**config.mk**
```make
export PLATFORM = sky130hd
export DESIGN_NAME = dm_access_unit
export DESIGN_NICKNAME = d
export VERILOG_FILES = /design/src/rtl/dm_access_pkg.sv /design/src/rtl/dm_access_unit.sv
export SDC_FILE = /design/constraint.sdc
export NUM_CORES = 1
export LEC_CHECK = 0
export CORE_MARGIN = 2
export CORE_UTILIZATION = 42
export DETAILED_ROUTE_END_ITERATION = 6
export PLACE_DENSITY = 0.82
export SKIP_LAST_GASP = 1
export SLEW_MARGIN = 0
export SYNTH_ARGS = -nofsm -noshare
export SYNTH_HDL_FRONTEND = slang
export SYNTH_SLANG_ARGS = --single-unit
```
**constraint.sdc**
```tcl
create_clock -name i_clk -period 2.2 [get_ports i_clk]
set_clock_uncertainty 0.2 [all_clocks]
set_input_delay 0.33 -clock i_clk [delete_from_list [all_inputs] [get_ports i_clk]]
set_output_delay 0.33 -clock i_clk [all_outputs]
set_load 0.01 [all_outputs]
```
**src/rtl/dm_access_pkg.sv**
```systemverilog
`timescale 1ns/1ps
`default_nettype none
// ============================================================================
// Module  : dm_access_pkg
// Purpose : Shared constants and types for the data-memory access unit.
//           AW/DW describe the 1024x8 data memory, state_t enumerates the
//           load/store sequencer states.
// Revision: 1.0 - initial release
// ============================================================================
package dm_access_pkg;

  localparam int AW = 10;   // DM address width (1024 bytes)
  localparam int DW = 8;    // DM data width

  typedef enum logic [1:0] {
    IDLE   = 2'd0,
    ACC_LO = 2'd1,
    ACC_HI = 2'd2,
    RESP   = 2'd3
  } state_t;

  typedef logic [AW-1:0] dm_addr_t;
  typedef logic [15:0]   half_t;

endpackage : dm_access_pkg
`default_nettype wire

```
**src/rtl/dm_access_unit.sv**
```systemverilog
`timescale 1ns/1ps
`default_nettype none
// ============================================================================
// Module  : dm_access_unit
// Purpose : Load/store sequencer in front of the 1024x8 data memory. Accepts
//           one 8/16-bit request, forms the effective address, drives the DM
//           port for one (narrow) or two (wide, little-endian) byte cycles and
//           returns the load result over a valid/ready handshake.
// Ports   :
//   i_clk, i_rst_n       clock / asynchronous active-low reset
//   i_req_*  / o_req_ready   request handshake and fields
//   o_rsp_valid / i_rsp_ready / o_rsp_rdata   response handshake and data
//   o_dm_en, o_dm_addr, o_dm_in, i_dm_out     data-memory port
// Revision: 1.0 - initial release
// ============================================================================
module dm_access_unit
  import dm_access_pkg::*;
#(
  parameter int AW = dm_access_pkg::AW,
  parameter int DW = dm_access_pkg::DW
) (
  input  logic          i_clk,
  input  logic          i_rst_n,
  // request channel
  input  logic          i_req_valid,
  output logic          o_req_ready,
  input  logic          i_req_we,
  input  logic          i_req_wide,
  input  logic          i_req_signed,
  input  logic [AW-1:0] i_req_base,
  input  logic [7:0]    i_req_offset,
  input  logic [15:0]   i_req_wdata,
  // response channel
  output logic          o_rsp_valid,
  input  logic          i_rsp_ready,
  output logic [15:0]   o_rsp_rdata,
  // data-memory port
  output logic          o_dm_en,
  output logic [AW-1:0] o_dm_addr,
  output logic [DW-1:0] o_dm_in,
  input  logic [DW-1:0] i_dm_out
);

  state_t        r_state;
  state_t        w_state_nxt;

  logic          r_we;
  logic          r_wide;
  logic          r_signed;
  logic [AW-1:0] r_ea;
  half_t         r_wdata;
  half_t         r_rdata;
  // Selects which byte lane the DM port presents; set on entering ACC_HI,
  // cleared on entering ACC_LO, so outside the access states the port keeps
  // showing whatever it drove last.
  logic          r_hi;

  logic [AW-1:0] w_ea;
  logic [AW-1:0] w_ea_p1;
  logic          w_accept;

  // Offset is sign-extended to the address width; the sum naturally wraps
  // modulo 2**AW.
  assign w_ea     = i_req_base + {{(AW-8){i_req_offset[7]}}, i_req_offset};
  assign w_ea_p1  = r_ea + {{(AW-1){1'b0}}, 1'b1};
  assign w_accept = (r_state == IDLE) && i_req_valid;

  // --------------------------------------------------------------------------
  // Next-state logic
  // --------------------------------------------------------------------------
  always_comb begin
    w_state_nxt = r_state;
    case (r_state)
      IDLE:    if (i_req_valid) w_state_nxt = ACC_LO;
      ACC_LO:  w_state_nxt = r_wide ? ACC_HI : RESP;
      ACC_HI:  w_state_nxt = RESP;
      RESP:    if (i_rsp_ready) w_state_nxt = IDLE;
      default: w_state_nxt = IDLE;
    endcase
  end

  // --------------------------------------------------------------------------
  // State and datapath registers
  // --------------------------------------------------------------------------
  always_ff @(posedge i_clk or negedge i_rst_n) begin
    if (!i_rst_n) begin
      r_state  <= IDLE;
      r_we     <= 1'b0;
      r_wide   <= 1'b0;
      r_signed <= 1'b0;
      r_ea     <= '0;
      r_wdata  <= '0;
      r_rdata  <= '0;
      r_hi     <= 1'b0;
    end else begin
      r_state <= w_state_nxt;

      if (w_accept) begin
        r_we     <= i_req_we;
        r_wide   <= i_req_wide;
        r_signed <= i_req_signed;
        r_ea     <= w_ea;
        r_wdata  <= i_req_wdata;
      end

      if (w_state_nxt == ACC_LO) begin
        r_hi <= 1'b0;
      end else if (w_state_nxt == ACC_HI) begin
        r_hi <= 1'b1;
      end

      // DM read data is combinational, so it is valid for the address
      // presented during the current access cycle.
      if (r_state == ACC_LO && !r_we) begin
        r_rdata[7:0] <= i_dm_out;
      end
      if (r_state == ACC_HI && !r_we) begin
        r_rdata[15:8] <= i_dm_out;
      end
    end
  end

  // --------------------------------------------------------------------------
  // Moore outputs
  // --------------------------------------------------------------------------
  always_comb begin
    o_req_ready = 1'b0;
    o_rsp_valid = 1'b0;
    o_dm_en     = 1'b0;
    case (r_state)
      IDLE:    o_req_ready = 1'b1;
      ACC_LO:  o_dm_en     = r_we;
      ACC_HI:  o_dm_en     = r_we;
      RESP:    o_rsp_valid = 1'b1;
      default: o_req_ready = 1'b0;
    endcase
  end

  assign o_dm_addr = r_hi ? w_ea_p1 : r_ea;
  assign o_dm_in   = r_hi ? r_wdata[15:8] : r_wdata[7:0];

  always_comb begin
    o_rsp_rdata = 16'h0000;
    if (!r_we) begin
      if (r_wide) begin
        o_rsp_rdata = r_rdata;
      end else if (r_signed) begin
        o_rsp_rdata = {{8{r_rdata[7]}}, r_rdata[7:0]};
      end else begin
        o_rsp_rdata = {8'h00, r_rdata[7:0]};
      end
    end
  end

endmodule : dm_access_unit
`default_nettype wire

```
==> flow_summary.ini <==
[yosys]
yosys_warnings = 0
netlist.area_leader.share_pct = 45.3
yosys.cell_count.top_type = sky130_fd_sc_hd__dfrtp_1
seq_area_frac_synth_pct = 45.3
ys_types = 38
ys_top_cells_by_area = sky130_fd_sc_hd__dfrtp_1 45%, sky130_fd_sc_hd__mux2_2 8.1%, sky130_fd_sc_hd__mux2_1 7.2%
mappedNetlistArea_sq_um = 2650
synth_enable_flop_cells = 0
synth_async_sr_flop_share_pct = 100
synthesis.instances = 255
postSynthNetCount = 320
avgSynthCellArea_sq_um = 10.4
synth.top_cells.by_count = 48 x sky130_fd_sc_hd__dfrtp_1, 27 x sky130_fd_sc_hd__nand2_1, 19 x sky130_fd_sc_hd__mux2_2
synth_ff_type = sky130_fd_sc_hd__dfrtp_1
yosys.area.top_type = sky130_fd_sc_hd__dfrtp_1
synth.ff_latch_count = 48

[global_route]
global_route.usage.total_pct = 19.6
first_pass_grt_wire_length_um = 11300
vias_in_the_first_global_route = 2416
grt.overflow.total = 0
grt_max_degree = 49
grt_antenna_before_repair = 0

[critical_path]
startpoint = r_hi
worstPathCellList = nand3_1 > nor2_2 > nand4_1 > xnor2_2 > dlygate4sd2_1
rr_startpoint = r_state[1]
timing_worst_setup_path_type = reg2out
r2r-end = r_hi
crit_required_ps = 1670
timing.critical_path.slowest_stage_cell = sky130_fd_sc_hd__dfrtp_1
worstRegToRegCells = 8
worstSetupEndpointType = primary output
worstPathMaxFanout = 3
worstPathArrival_ps = 1720
setup.worst_path.end = o_dm_addr[7]
worst_case_register_to_register_setup_slack_ps = 160
startpoint_type_of_the_worst_setup_path = flop
worst_path_largest_cell_delay_ps = 430

[placed_design]
dpl_worst_slack_ps = -338
hpwl_um = 4910
placedCellCount = 430
place_congestion = 0.843
port-buffer-count = 85

[clocking]
cts-root-to-sink-buffers = 2
cts_inserted_buffers = 5
cts_max_level = 2
clkSlewWorstSetupHoldPaths_ps = 100
clkSinkCount = 48
clk-insertion-delay-late_ps = 300
clock_tree_from_tritoncts = yes
cts.root.buffer_cell = sky130_fd_sc_hd__clkbuf_8

[route]
first_pass_drt_iterations = 4
ant_nets = 0
via_count = 2268
dr_vias_cell = 5.09
detailedRoute.firstIterationViolations = 134
detail_route.wl_per_cell_um = 15.0
detail_route.drc_violations = 0
wirelength_um = 6680

[final_layout]
antenna_cells_inserted = 0
final-instance-count-excl-fill = 446
share_of_post_route_cells_with_drive_strength_above_1_pct = 20.8
layout-area-overhead-vs-synth_pct = 49.4
nets_final = 435

[sta]
timing.slew.headroom_pct = 59.6
max_freq_mhz = 445
rsz0062_at_grt = true
timing.hold.ws_ps = 292
finalSetupViolCount = 2
timing_hold_violations_final = 0
fin_ws_ps = -48.7
post-route-period-util_pct = 102
maxSlewViolCount = 0
final.min_clock_period_ps = 2250
worst-slew-pin-transition_ps = 606

[run_status]
outcome = finished, violations left
failed_checks = negative setup slack

[die]
die_width_um = 83.5
die_h_um = 83.5
io_pins = 86
fp-row-count = 28
design.die.area_sq_um = 6970
fp.coreArea_sq_um = 6030
initial_utilization_pct = 44.0

[power]
net_sw_share_pct = 37.1
irDropWorstVdd_mv = 0.598
pwr-share-clk_pct = 10.9
leakage_nw = 1.85
intPower_mw = 3.11
power_per_cell_area_nw_per_um2 = 1250
power_frac_seq_pct = 31.8
comb_power_share_pct = 57.3
switching_power_mw = 1.84

[worst_hold_path]
timing.hold.worst.class = reg2reg

[job]
cap_violations = 0
worst min path at each step:
stage | cells past startpoint | slack [ps] | to | startpoint
after floorplan | 0 | -170 | r_ea[0] | i_rst_n
after global placement | 2 | 260 | r_rdata[9] | i_rst_n
after detailed placement | 2 | 270 | r_rdata[9] | i_rst_n
after CTS | 1 | 290 | r_wdata[14] | r_wdata[14]
after global routing | 1 | 320 | r_wdata[12] | r_wdata[12]
final | 1 | 290 | r_wdata[5] | r_wdata[5]
kinds of logic after synthesis:
| group | after synthesis | synth area share (%) |
|---|---|---|
| XOR/XNOR | 14 | 4.62 |
| AND/OR/NAND/NOR | 63 | 11.6 |
| flip-flops | 48 | 45.3 |
| AO/OA/AOI/OAI | 49 | 10.7 |
| adder cells (fa/ha/maj) | 16 | 7.83 |
| buffers and inverters | 27 | 4.01 |
| multiplexers | 38 | 16.0 |
per-stage QoR:
stage / setup TNS [ps] / total power, mW / area, sq um / utilization (%)
floorplan: 0 / 3.02 / 2650 / -
global placement: -689 / 4.36 / 3750 / 62.3
detailed placement: -1110 / 4.46 / 3750 / 62.3
CTS: -1000 / 4.94 / 3880 / 64.4
global route: -361 / 5.32 / 3960 / 65.8
finish: -54.6 / 4.95 / 3960 / 65.8
cells in the final DEF (no fill, tap or decap), drive strengths merged, types with 2 or more instances in the layout:
cell	instances
xnor2	8
a21o	2
a211oi	2
xor2	6
clkbuf	6
nand2	27
and3	2
mux2	36
and2	2
o311ai	2
inv	16
a21oi	18
nand4	4
nor2b	12
o211ai	2
nor2	8
nand2b	2
dlymetal6s2s	10
dlygate4sd2	15
clkinvlp	2
o21ai	18
ha	15
mux2i	2
clkdlybuf4s50	56
dfrtp	48
buf	35
power by group through the flow:
stage                     combinational (mW)  clock [mW]  sequential [mW]
after CTS                               2.83       0.551             1.57
after detailed placement                2.87           0             1.59
after floorplan                         1.49           0             1.53
after global routing                    3.09       0.594             1.63
final                                   2.83       0.539             1.57
after global placement                  2.80           0             1.56
flip-flops by register name (all words and copies together), names as in the netlist:
| name | cells |
|---|---|
| r_hi | 1 |
| r_wide | 1 |
| r_ea | 10 |
| r_we | 1 |
| r_rdata | 16 |
| r_state | 2 |
| r_wdata | 16 |
| r_signed | 1 |
worst max-delay path: cells and delay by family (launching register included):
kind | cells | cell delay (ps)
flops | 1 | 430
simple gates | 3 | 480
buf+inv | 1 | 290
xor+xnor | 1 | 200
repair_timing:
item,in CTS,in global routing
hold buffers,1,0
setup endpoints to repair,28,18
endpoints found under the hold margin,48,0
resized for setup,28,21
setup buffers,3,4
pin swaps,4,4
cell type report:
type	instances	area (sq um)
Clock buffer	5	68.8
Clock inverter	3	23.8
Fill cell	491	2060
Inverter	16	60.1
Multi-Input combinational cell	180	1400
Sequential cell	48	1200
Tap cell	75	93.8
Timing Repair Buffer	119	1120
metal layers:
metal,part of all wire (%),vias up,global-route usage (%)
met5,0,-,0
met4,2.0,0,6.16
met3,3.9,11,3.07
met2,51,64,34.8
met1,43,1088,24.4
li1,-,1105,-
Power figures use the tool's default switching activity.
